### config.mk
export PLATFORM = sky130hd
export DESIGN_NAME = mini_cpu_core
export DESIGN_NICKNAME = d
export VERILOG_FILES = /design/src/rtl/mini_cpu_core.sv
export SDC_FILE = /design/constraint.sdc
export NUM_CORES = 1
export LEC_CHECK = 0
export CAP_MARGIN = 20
export CORE_MARGIN = 5
export CORE_UTILIZATION = 55
export CTS_BUF_LIST = sky130_fd_sc_hd__clkbuf_4 sky130_fd_sc_hd__clkbuf_8 sky130_fd_sc_hd__clkbuf_16
export CTS_CLUSTER_DIAMETER = 200
export DETAILED_ROUTE_END_ITERATION = 6
export PLACE_DENSITY = 0.77
export SLEW_MARGIN = 20
export SYNTH_ARGS = -nofsm -noshare
export SYNTH_HDL_FRONTEND = slang
export SYNTH_SLANG_ARGS = --single-unit
### constraint.sdc
create_clock -name clock -period 15.9 [get_ports clock]
set_input_delay 4.77 -clock clock [delete_from_list [all_inputs] [get_ports clock]]
set_output_delay 4.77 -clock clock [all_outputs]
set_load 0.1 [all_outputs]
### src/rtl/mini_cpu_core.sv
// Multi-cycle parametrised core: ADD/LOAD/STORE/BRANCH with req/ack instruction fetch.
// Build option: define MP_BRANCH_COND_EN to make op 11 a BEQ (rs == rt); otherwise branches are unconditional.
module mini_cpu_core #(
  parameter int unsigned DATA_W     = 8,
  parameter int unsigned NREGS      = 4,
  parameter int unsigned DMEM_DEPTH = 32,
  parameter int unsigned PC_W       = 8,
  localparam int unsigned RA_W      = $clog2(NREGS),
  localparam int unsigned IW        = 2 + 3 * RA_W
) (
  input  logic              clock,
  input  logic              reset,
  output logic              imem_req,
  output logic [PC_W-1:0]   imem_addr,
  input  logic              imem_ack,
  input  logic [IW-1:0]     imem_data,
  output logic              wb_valid,
  output logic [DATA_W-1:0] wb_data,
  output logic [15:0]       retired
);

  localparam logic [1:0] S_FETCH = 2'd0;
  localparam logic [1:0] S_EXEC  = 2'd1;
  localparam logic [1:0] S_MEM   = 2'd2;
  localparam logic [1:0] S_WB    = 2'd3;

  localparam logic [1:0] OP_ADD   = 2'b00;
  localparam logic [1:0] OP_LOAD  = 2'b01;
  localparam logic [1:0] OP_STORE = 2'b10;
  localparam logic [1:0] OP_BR    = 2'b11;

  localparam int unsigned DM_AW = (DMEM_DEPTH > 1) ? $clog2(DMEM_DEPTH) : 1;

  logic [1:0]        state;
  logic [1:0]        state_nx;
  logic              req_q;
  logic [PC_W-1:0]   pc;
  logic [PC_W-1:0]   pc_nx;
  logic [IW-1:0]     ir;
  logic [DATA_W-1:0] mar;
  logic [DATA_W-1:0] mdr;
  logic [15:0]       retired_q;
  logic              wb_valid_q;
  logic [DATA_W-1:0] wb_data_q;

  logic [DATA_W-1:0] regs [NREGS];
  logic [DATA_W-1:0] dmem [DMEM_DEPTH];

  // Instruction decode
  logic [1:0]        op;
  logic [RA_W-1:0]   rs_a;
  logic [RA_W-1:0]   rt_a;
  logic [RA_W-1:0]   rd_a;
  logic [DATA_W-1:0] rs_val;
  logic [DATA_W-1:0] rt_val;
  logic [DATA_W-1:0] imm_d;
  logic [PC_W-1:0]   imm_pc;
  logic [DATA_W-1:0] alu;

  assign op     = ir[IW-1 -: 2];
  assign rs_a   = ir[IW-3 -: RA_W];
  assign rt_a   = ir[IW-3-RA_W -: RA_W];
  assign rd_a   = ir[RA_W-1:0];
  assign rs_val = regs[rs_a];
  assign rt_val = regs[rt_a];
  assign imm_d  = {{(DATA_W-RA_W){rd_a[RA_W-1]}}, rd_a};
  assign imm_pc = {{(PC_W-RA_W){rd_a[RA_W-1]}}, rd_a};
  assign alu    = rs_val + ((op == OP_ADD) ? rt_val : imm_d);

  // Data-memory range checks on the full address, so out-of-range never aliases
  logic alu_in_range;
  logic mar_in_range;
  assign alu_in_range = ((DATA_W+1)'(alu) < (DATA_W+1)'(DMEM_DEPTH));
  assign mar_in_range = ((DATA_W+1)'(mar) < (DATA_W+1)'(DMEM_DEPTH));

  logic br_taken;
`ifdef MP_BRANCH_COND_EN
  assign br_taken = (rs_val == rt_val);
`else
  assign br_taken = 1'b1;
`endif

  // Control strobes
  logic in_exec;
  logic fetch_fire;
  logic retire;
  logic wr_en;
  logic [RA_W-1:0]   wr_addr;
  logic [DATA_W-1:0] wr_data;
  logic st_en;

  assign in_exec    = (state == S_EXEC);
  assign fetch_fire = (state == S_FETCH) && req_q && imem_ack;
  assign retire     = (in_exec && (op != OP_LOAD)) || (state == S_WB);
  assign wr_en      = (in_exec && (op == OP_ADD)) || (state == S_WB);
  assign wr_addr    = (state == S_WB) ? rt_a : rd_a;
  assign wr_data    = (state == S_WB) ? mdr : alu;
  assign st_en      = in_exec && (op == OP_STORE) && alu_in_range;

  always_comb begin
    pc_nx = pc + PC_W'(1);
    if (in_exec && (op == OP_BR) && br_taken)
      pc_nx = pc + PC_W'(1) + imm_pc;
  end

  always_comb begin
    state_nx = state;
    case (state)
      S_FETCH: if (fetch_fire) state_nx = S_EXEC;
      S_EXEC:  state_nx = (op == OP_LOAD) ? S_MEM : S_FETCH;
      S_MEM:   state_nx = S_WB;
      S_WB:    state_nx = S_FETCH;
      default: state_nx = S_FETCH;
    endcase
  end

  // imem_req is registered so it stays low through the reset cycle
  always_ff @(posedge clock or posedge reset) begin
    if (reset) begin
      state      <= S_FETCH;
      req_q      <= 1'b0;
      pc         <= '0;
      ir         <= '0;
      mar        <= '0;
      mdr        <= '0;
      retired_q  <= '0;
      wb_valid_q <= 1'b0;
      wb_data_q  <= '0;
    end else begin
      state      <= state_nx;
      req_q      <= (state_nx == S_FETCH);
      wb_valid_q <= wr_en;
      if (fetch_fire)
        ir <= imem_data;
      if (in_exec)
        mar <= alu;
      if (state == S_MEM)
        mdr <= mar_in_range ? dmem[mar[DM_AW-1:0]] : '0;
      if (wr_en)
        wb_data_q <= wr_data;
      if (retire) begin
        retired_q <= retired_q + 16'd1;
        pc        <= pc_nx;
      end
    end
  end

  always_ff @(posedge clock or posedge reset) begin
    if (reset) begin
      for (int unsigned i = 0; i < NREGS; i++)
        regs[i] <= '0;
    end else if (wr_en) begin
      regs[wr_addr] <= wr_data;
    end
  end

  always_ff @(posedge clock or posedge reset) begin
    if (reset) begin
      for (int unsigned i = 0; i < DMEM_DEPTH; i++)
        dmem[i] <= DATA_W'(i);
    end else if (st_en) begin
      dmem[alu[DM_AW-1:0]] <= rt_val;
    end
  end

  assign imem_req  = req_q;
  assign imem_addr = pc;
  assign wb_valid  = wb_valid_q;
  assign wb_data   = wb_data_q;
  assign retired   = retired_q;

endmodule
; Yosys cells after proc, flatten, opt, wreduce, memory -nomap -nowiden
; Index checks and enable logic that the tools add are counted.
[word_totals]
regBits = 348
inputBits = 11
out_inout_bits = 34
[classes]
addsub = 4
n_lt_le_gt_ge = 9
eq_ne = 7
n_mux = 23
bitwise_logic = 5
reduce_logical = 14
[op_table]
columns = op, n
row1 = 256-bit bitwise mux, 1
row2 = 8-bit 2-to-1 mux, 12
row3 = 8-bit binary-select mux with 5-bit select, 1
row4 = 8-bit demux with 5-bit select, 1
row5 = 8-bit binary-select mux with 2-bit select, 2
row6 = 32-bit bitwise mux, 1
row7 = 16-bit by 1-bit adder with 16-bit output (second input constant), 1
row8 = 8-bit adder, 2
row9 = 8-bit demux with 2-bit select, 1
row10 = 8-bit by 6-bit less-than comparator with 1-bit output (second input constant), 2
row11 = 6-bit >= comparator (second input constant), 2
row12 = 5-bit NOT with 6-bit output, 2
row13 = 3-bit >= comparator (second input constant), 3
row14 = 1-bit logical AND, 9
row15 = 2-bit NOT with 3-bit output, 3
row16 = 8-bit by 1-bit adder with 8-bit output (second input constant), 1
row17 = 2-bit == test (second input constant), 4
row18 = 2-bit one-hot mux with 4 select lines, 1
row19 = 2-bit zero test, 3
row20 = 6-bit by 1-bit less-than comparator with 1-bit output (second input constant), 1
row21 = 2-bit 2-to-1 mux, 3
row22 = 2-bit by 1-bit == test with 1-bit output (second input constant), 2
row23 = 3-bit by 1-bit less-than comparator with 1-bit output (second input constant), 1
row24 = 1-bit logical OR, 2
row25 = 2-bit by 1-bit != test with 1-bit output (second input constant), 1

; Depth between registers and ports, before layout
; Gate-level depths: netlist of the first run.
[logic_depth]
word_depth = 12
mapped_depth = 15

; Worst setup path after synthesis of the first run
; No wires, ideal clock.
[synth_timing]
path_type = flip-flop to output port
start = reg pc[3], in the netlist imem_addr[3]
end = out imem_addr[3]
arrival_ps = 987
required_time_ps = 11130
setup_slack_ps = 10143
path_stages_with_launch = 1
n_path_buf = 0
cell_sequence = dfrtp_1
[synth_rtl]
columns = element, line
row1 = "start, declared", 37  ; logic [PC_W-1:0] pc;
row2 = "start signal, assigned", 143  ; pc <= pc_nx;
row3 = "end, declared", 14  ; output logic [PC_W-1:0] imem_addr,
; No word-level cell between the ends.

==> results of run 1 <==
==> area by class of cell <==
cell class / instances / area (um2) / share of cell area, %
Clock buffer: 58 / 1200 / 6.20
Sequential cell: 348 / 8810 / 45.6
Multi-Input combinational cell: 753 / 8020 / 41.5
Timing Repair Buffer: 56 / 538 / 2.79
Inverter: 9 / 41.3 / 0.214
Tap cell: 396 / 495 / 2.56
Clock inverter: 11 / 210 / 1.09
==> metal layers <==
metal  wire length [um]  track usage, %  vias to the layer above
met5                  0               0                        -
met4               1200            7.42                        0
met3               1920            4.03                       78
met2              17900            34.9                      267
met1              16200            30.2                     5279
li1                   -               -                     4433
==> logic make-up after synthesis <==
group | count (synthesis) | share of synthesized area (%)
compound gates | 104 | 3.36
xor+xnor | 34 | 1.88
fa+ha+maj | 18 | 1.40
buf+inv | 87 | 2.31
flops | 348 | 51.2
mux | 378 | 31.8
simple gates | 219 | 8.06
==> registers in the layout (all words and copies together), names as in the netlist <==
| name | count |
|---|---|
| dmem | 256 |
| imem_addr | 8 |
| imem_req | 1 |
| ir | 8 |
| mar | 8 |
| mdr | 8 |
| regs | 32 |
| retired | 16 |
| state | 2 |
| wb_data | 8 |
| wb_valid | 1 |
==> Yosys cell counts, drive strengths merged, types with 6 or more instances <==
cell	number
a21o	8
a21oi	33
and3	7
and4	6
buf	27
clkbuf	51
dfrtp	268
dfstp	80
ha	16
inv	9
mux2	269
mux2i	13
mux4	96
nand2	73
nand3	37
nand4	17
nor2	48
nor3	12
o21ai	49
xnor2	22
xor2	12
==> metrics by stage <==
step / cells / cell area, um2
finish: 1631 / 19300
detailed placement: 1561 / 17900
global route: 1631 / 19300
CTS: 1630 / 19300
floorplan: 1188 / 17200
global placement: 1561 / 17900
==> tightest hold or removal path: stages, from the launching register on <==
cell and delay, ns:
dfrtp_1 0.34, nand2_1 0.05, o21ai_0 0.06
==> worst paths after layout <==
path                               from      endpoint  slack (ns)  cells past startpoint
hold reg to reg              wb_data[0]    wb_data[0]        0.48                      2
min in group asynchronous         reset      dmem[63]        4.86                      2
hold / removal               wb_data[0]    wb_data[0]        0.48                      2
setup / recovery                  reset     dmem[229]        8.72                      4
setup reg to reg                  ir[2]      dmem[63]       10.45                     11
max in group clock         imem_addr[3]  imem_addr[3]        8.93                      1
==> results by group, run 1 <==
Timing
  • Final period util: 45.1%
  • Fmax: 0.139 GHz
  • Fin. Hold Viols: 0
  • Endpoints failing setup: 0
  • Final setup margin: 8.72 ns
  • Slew Viols, Final: 0
  • Worst-Margin Slew: 1.03 ns
  • Clock skew: 0.0162 ns
  • Max_slew headroom: 31.3%
  • Hold slack final: 0.478 ns
  • Fin crit period: 7.18 ns
  • RSZ-0062 raised after global routing: no
  • Setup TNS: 0 ns

Placement
  • Pre-CTS setup slack: 8.05 ns
  • Input/output buffers: 44
  • Routability Congestion: 0.850
  • HPWL Detailed: 23600 um

Layout
  • Most common cell after layout, fill and taps aside: dfrtp_1
  • Commonest non-fill, non-tap cells in the layout: dfrtp_1, mux2_1, mux2_2
  • Share of cells above drive strength 1: 36.7%
  • Synth-to-Final Area Change: 12.3%
  • N_diodes: 0
  • Util after Layout: 62.8%
  • Fillcell total: 2242
  • Nets: 1235

Critical path
  • Critical path type: primary input to async pin
  • Startpoint Class: primary input
  • Worst path buffer plus inverter count: 4
  • Top delay family on crit path: buffers and inverters
  • CP most frequent cell: buf_4
  • Crit path cell chain: clkdlybuf4s50_1, inv_8, buf_4, buf_4
  • Crit Path Max Fanout: 144
  • Crit path arrival time: 7.72 ns
  • Critical Path Slowest Stage Cell: buf_4
  • Req. time, crit path: 16.44 ns
  • Max stage delay on crit path: 0.81 ns
  • Setup crit end kind: async pin

Clock network
  • Clock latency on the worst-skew pair: 0.53 ns
  • CTS clk-pin slew, worst paths: 0.06 ns
  • Post_cts resized: 0
  • Clock buffer depth: 3
  • Clock Tree Root: clkbuf_16
  • Setup bufs post-CTS: 0
  • Num CTS Buffers: 38
  • Depth of the CTS H-tree: 2
  • CTS Sinks: 348
  • Hold-fix buffers at CTS: 0
  • CTS tree: built

Route
  • Routed len/inst: 22.8 um
  • Starting DRT DRC Count: 636
  • WL final: 37300 um
  • DRC: 0
  • DRT antenna net count: 0
  • DR vias: 10100
  • Pre-Repair DR Iteration Count: 5
  • Vias per inst: 6.17

Logic synthesis
  • Post-Synthesis Cells: 1188
  • Synth cell types: 56
  • Post-synth EDFFs: 0
  • Primary FF master, synth: dfrtp_1
  • Syn nets: 1217
  • Syn_area_per_cell: 14.5 um2
  • Fraction of registers with async set/reset: 100%
  • Synth top area share: 39.0%
  • Cell taking the most area after synthesis: dfrtp_1
  • Netlist Area Pre-Place: 17200 um2
  • Ys Warns: 0
  • Area contributors post-synth: dfrtp_1, mux4_2, dfstp_2
  • Yosys reg bits: 348
  • Seq/Total Area, Yosys: 51.2%

GRT
  • Vias in the first global route: 10700
  • Gr usage total: 21.7%
  • Largest net degree at the start of global routing: 145
  • Total congestion overflow: 0
  • Global-route wire length before repair: 60600 um
  • Initial antenna violation count: 0

Die
  • Rows: 64
  • Core Box Area: 30700 um2
  • Initial Util: 56.0%
  • Die area: 34900 um2
  • I/O pin count: 45
  • Die span in y: 187 um
  • Die Width: 187 um

Worst hold path
  • Hold WC Path Type: register to register

Job
  • Max Cap Viol: 0

Status
  • Status: complete, no violations
Power of run 1 is not shown: default switching activity piles up to over one toggle a cycle in this logic, so the estimate is an artifact.
==> run 2, diff against run 1 <==
PLACE_DENSITY = 0.8   (was 0.77)
clock period = 6.08 ns   (was 15.9 ns; I/O delays follow)
==> run 2 against run 1 <==
Against the previous run:
- flip-flop and latch count unchanged
- via count rose by 0.49%
- core utilization shrank 0.094 points
- critical path depth grew 7
- first-iteration DRC count up 1.1%
- die area unchanged
- non-clock buffer count is 2 higher
- cell count about the same
- register-to-register slack lost 9.6 ns
- routed wire length is 0.42% higher
- clock-buffer cell count fell by 11
- global-route usage grew 0.26 points
- critical path type is now register to register
- critical endpoint is now dmem[25]
==> results by group, run 2 (synthesis results as in run 1) <==
Critical path
  • Reg2Reg Launch Point: ir[2]
  • Reg2reg path depth: 11
  • Setup crit end kind: register
  • Cell depth of the worst setup path: 11
  • Startpoint Class: register
  • Crit Path Max Fanout: 33
  • Reg2reg setup slack: 0.82 ns
  • Top delay family on crit path: multiplexers
  • Req. time, crit path: 6.49 ns
  • Worst path buffer plus inverter count: 1
  • Critical Path Slowest Stage Cell: mux4_2
  • Crit path arrival time: 5.67 ns
  • CP most frequent cell: mux2_2
  • Max stage delay on crit path: 0.90 ns
  • R2r endpoint: dmem[25]
  • Crit path cell chain: mux4_2, mux2_2, ha_1, a211oi_1, o21ai_0, a31oi_1, xnor2_4, and2_2, buf_4, nand4_2, mux2_2
  • Critical path type: register to register

Route
  • Pre-Repair DR Iteration Count: 5
  • DRT antenna net count: 0
  • WL final: 37400 um
  • Vias per inst: 6.20
  • DRC: 0
  • Starting DRT DRC Count: 643
  • Routed len/inst: 23.0 um
  • DR vias: 10100

Layout
  • Share of cells above drive strength 1: 36.7%
  • Max reg flops: 256
  • Nets: 1236
  • Post-Layout Cell Count: 1630
  • Most common cell after layout, fill and taps aside: dfrtp_1
  • Commonest non-fill, non-tap cells in the layout: dfrtp_1, mux2_1, mux2_2
  • Synth-to-Final Area Change: 12.1%
  • Largest Register: dmem
  • Fillcell total: 2240
  • N_diodes: 0

Placement
  • Placed insts: 1564
  • Routability Congestion: 0.907
  • Input/output buffers: 44
  • HPWL Detailed: 24100 um

Clock network
  • Clock Tree Root: clkbuf_16
  • Clock latency on the worst-skew pair: 0.53 ns
  • CTS Sinks: 348
  • CTS clk-pin slew, worst paths: 0.06 ns
  • CTS tree: built
  • Hold-fix buffers at CTS: 0
  • Setup bufs post-CTS: 0
  • Depth of the CTS H-tree: 2
  • Post_cts resized: 0
  • Num CTS Buffers: 37
  • Clock buffer depth: 3

GRT
  • Met3 Use GR: 2.80%
  • Vias in the first global route: 10900
  • Gr usage total: 22.0%
  • Total congestion overflow: 0
  • Largest net degree at the start of global routing: 141
  • Met2 usage: 35.3%
  • Busiest layer in global routing: met2
  • Initial antenna violation count: 0
  • Global-route wire length before repair: 62200 um
  • GRT met1 Usage: 32.7%

Worst hold path
  • Hold WC Path Type: register to register
  • WHS Path Cells: 1
  • Worst Hold Launch: retired[15]
  • WHS Endpoint: retired[15]

Timing
  • Fin crit period: 5.26 ns
  • Clock skew: 0.0288 ns
  • Worst-Margin Slew: 0.991 ns
  • RSZ-0062 raised after global routing: no
  • Max_slew headroom: 33.7%
  • Hold slack final: 0.477 ns
  • Fmax: 0.190 GHz
  • Fin. Hold Viols: 0
  • Endpoints failing setup: 0
  • Final period util: 86.6%
  • Slew Viols, Final: 0

Status
  • Status: complete, no violations

Die
  • Initial Util: 56.0%
  • Core Box Area: 30700 um2
  • Rows: 64
  • Die span in y: 187 um
  • I/O pin count: 45
  • Die Width: 187 um
  • Die area: 34900 um2

Job
  • Max Cap Viol: 0
## run 2: changes by cell type in the layout (fill, tap and decap cells not counted), sizes merged
cell | previous run | this run
clkbuf | 58 | 47
clkinv | 3 | 11
buf | 12 | 14
bufinv | 6 | 7
inv | 9 | 8
## run 2: cell type report
class | instances | area [um2] | area share, %
clock buffer | 47 | 1050 | 5.44
tap | 396 | 495 | 2.57
timing repair buffer | 58 | 571 | 2.96
sequential | 348 | 8810 | 45.7
inverter | 9 | 37.5 | 0.195
multi-input combinational | 753 | 8030 | 41.6
clock inverter | 19 | 295 | 1.53
## run 2: worst max path at each step
stage | start | end
after floorplan | reset | dmem[101]
after global placement | ir[2] | dmem[29]
after global routing | ir[2] | dmem[57]
after CTS | ir[2] | dmem[25]
after detailed placement | ir[2] | dmem[25]
final | ir[2] | dmem[25]
## run 2: worst register-to-register path, stage by stage (launching register included)
cell and delay (ns):
dfrtp_1 0.79, mux4_2 0.90, mux2_2 0.38, ha_1 0.23, a211oi_1 0.38, o21ai_0 0.15
a31oi_1 0.42, xnor2_4 0.21, and2_2 0.59, buf_4 0.30, nand4_2 0.37, mux2_2 0.43
## run 2: stage by stage
step	setup TNS [ns]	instance area, um2	worst slack (ns)	util, %
floorplan	-90.35	17200	-0.337	-
global placement	0	17900	1.03	58.3
detailed placement	0	17900	0.892	58.3
CTS	0	19300	0.847	62.7
global route	0	19300	0.514	62.7
finish	0	19300	0.816	62.7
## run 2: metal layers
metal / vias up / routed length (um)
li1: 4443 / -
met5: - / 0
met4: 0 / 753
met2: 250 / 18200
met1: 5358 / 16900
met3: 55 / 1630
Power of run 2 is left out for the same reason.
==> run 3, diff against run 2 <==
ABC_AREA = 1   (was not set)
SLEW_MARGIN = not set   (was 20)
==> run 3 against run 2 <==
Against the previous run:
- worst hold slack worse by 0.016 ns
- routed wire length up 40%
- clock-buffer cell count up 13
- register-to-register slack better by 0.68 ns
- via count up 72%
- synthesized cell count up 110%
- critical path depth up 7
- setup slack better by 0.68 ns
- sequential share of layout area down 3.4 points
- largest cell class is now multi-input combinational cells
- non-clock buffer count up 16
==> results by group, run 3 <==
Logic synthesis
  • Cell taking the most area after synthesis: dfrtp_1
  • Post-synth EDFFs: 0
  • Fraction of registers with async set/reset: 100%
  • Post-Synthesis Cells: 2436
  • Dominant cell by count in the synthesized netlist: nand2_1
  • Ys Warns: 0
  • Synth cell types: 45
  • Synth top area share: 35.5%
  • Post-synthesis compound-gate area fraction: 4.52%
  • Synth Area in XOR/XNOR: 0.972%
  • Post-Synth Adder-Cell Area: 1.27%
  • Primary FF master, synth: dfrtp_1
  • Commonest cells post-synth: nand2_1, dfrtp_1, nand4_1
  • Mux cell area share after synthesis: 0.0595%
  • Simple-Gate Fraction of Synth Area: 40.5%
  • Yosys reg bits: 348
  • Seq/Total Area, Yosys: 46.6%
  • Netlist Area Pre-Place: 18900 um2
  • Syn_area_per_cell: 7.76 um2
  • Syn nets: 2465
  • Area contributors post-synth: dfrtp_1, nand2_1, dfstp_2
  • Largest family of logic cells by synthesized area: simple AND/OR/NAND/NOR gates

Clock network
  • Clock buffer depth: 3
  • Clock Tree Root: clkbuf_16
  • Depth of the CTS H-tree: 2
  • CTS Sinks: 348
  • Setup bufs post-CTS: 0
  • Clock latency on the worst-skew pair: 0.54 ns
  • Hold-fix buffers at CTS: 0
  • Post_cts resized: 0
  • Num CTS Buffers: 39
  • CTS clk-pin slew, worst paths: 0.06 ns
  • CTS tree: built

Timing
  • Final period util: 75.4%
  • Clock skew: 0.0126 ns
  • Final setup margin: 1.50 ns
  • RSZ-0062 raised after global routing: no
  • Fin crit period: 4.58 ns
  • Fmax: 0.218 GHz
  • Endpoints failing setup: 0
  • Fin. Hold Viols: 0
  • Worst-Margin Slew: 1.06 ns
  • Max_slew headroom: 28.5%
  • Hold slack final: 0.461 ns
  • Slew Viols, Final: 0

Placement
  • Input/output buffers: 44
  • Placed Area: 19500 um2
  • Routability Congestion: 0.911
  • HPWL Detailed: 31900 um
  • Pre-CTS setup slack: 1.68 ns

Layout
  • Nets: 2427
  • Util after Layout: 60.8%
  • Synth-to-Final Area Change: 10.3%
  • Commonest non-fill, non-tap cells in the layout: nand2_1, dfrtp_1, nand4_1
  • Area occupied by multi-input gates: 9060 um2
  • Most common cell after layout, fill and taps aside: nand2_1
  • Final Cell Area: 20900 um2
  • Share of cells above drive strength 1: 12.0%
  • Reg area: 8810 um2
  • Max reg flops: 256
  • Largest Register: dmem
  • N_diodes: 0
  • Fillcell total: 2958

Critical path
  • Crit path arrival time: 5.00 ns
  • Req. time, crit path: 6.50 ns
  • Setup crit end kind: register
  • Critical path type: register to register
  • Crit Path Max Fanout: 96
  • Startpoint Class: register

Die
  • Die Width: 195 um
  • Core Box Area: 34300 um2
  • I/O pin count: 45
  • Initial Util: 55.2%
  • Die span in y: 195 um
  • Rows: 68
  • Die area: 38200 um2

Route
  • DRC: 0
  • Pre-Repair DR Iteration Count: 6
  • Routed len/inst: 18.1 um
  • Vias per inst: 6.02
  • WL final: 52300 um
  • Starting DRT DRC Count: 2128
  • DR vias: 17400
  • DRT antenna net count: 0

GRT
  • Largest net degree at the start of global routing: 154
  • Total congestion overflow: 0
  • Vias in the first global route: 16700
  • Global-route wire length before repair: 86500 um
  • Gr usage total: 27.0%
  • Initial antenna violation count: 0

Status
  • Status: complete, no violations

Job
  • Max Cap Viol: 0

Worst hold path
  • Hold WC Path Type: register to register
-- run 3: cell count changes after synthesis, sizes merged, moves of 14 or more --
cell,before,now
xnor2,22,6
o21ai,49,77
buf,27,87
mux4,96,0
o22ai,0,14
a21oi,33,47
inv,9,82
nand3,37,262
nand4,17,262
mux2,269,1
nand2,73,1024
clkbuf,51,66
nor2,48,93
-- run 3: cells by family (layout without fill, tap and decap cells) --
family                     count (synthesis)  after routing
muxes                                      1              1
AOI/OAI and AO/OA                        155            155
DFF                                      348            348
adders and majority gates                 18             18
buffers and inverters                    235            228
xor gates and xnor gates                  21             21
and+or+nand+nor                         1658           1658
-- run 3: area by class of cell --
cell class,instances,area share (%)
Multi-Input combinational cell,1853,43.4
Inverter,82,1.49
Clock inverter,12,0.618
Sequential cell,348,42.3
Tap cell,455,2.73
Clock buffer,60,5.67
Timing Repair Buffer,74,3.80
-- run 3: per-layer routing --
| layer | global-route usage, % | vias up | part of all wire [%] |
|---|---|---|---|
| li1 | - | 8108 | - |
| met3 | 4.37 | 160 | 8.6 |
| met4 | 8.69 | 0 | 3.5 |
| met2 | 43.6 | 841 | 47 |
| met1 | 37.6 | 8267 | 41 |
| met5 | 0 | - | 0 |
-- run 3: final timing paths --
check / end / slack (ns) / cells past startpoint / from
max in group asynchronous: dmem[99] / 3.02 / 3 / reset
hold / removal: dmem[41] / 0.46 / 2 / dmem[41]
setup reg to reg: dmem[117] / 1.50 / 18 / ir[2]
min in group asynchronous: dmem[174] / 1.80 / 2 / reset
hold reg to reg: dmem[41] / 0.46 / 2 / dmem[41]
setup / recovery: dmem[117] / 1.50 / 18 / ir[2]
-- run 3: through the flow --
step	TNS (ns)	instances
final	0	2884
after global routing	0	2884
after CTS	0	2882
after detailed placement	0	2810
after global placement	0	2809
after floorplan	-90.35	2436
-- run 3: critical path: stages, from the launching register on --
cell and delay [ns]:
dfrtp_1 0.70, inv_2 0.26, o21ai_0 0.37, o22ai_4 0.10, buf_4 0.32, nand2_1 0.12
nand2_1 0.06, ha_1 0.36, nand2_1 0.10, nand2_1 0.07, inv_2 0.06, nand2_1 0.06
a21oi_1 0.23, nand3_1 0.16, nand2_4 0.44, buf_12 0.45, nand3_2 0.28, nand2_1 0.15
nand2_1 0.06
Power of run 3 is left out for the same reason.
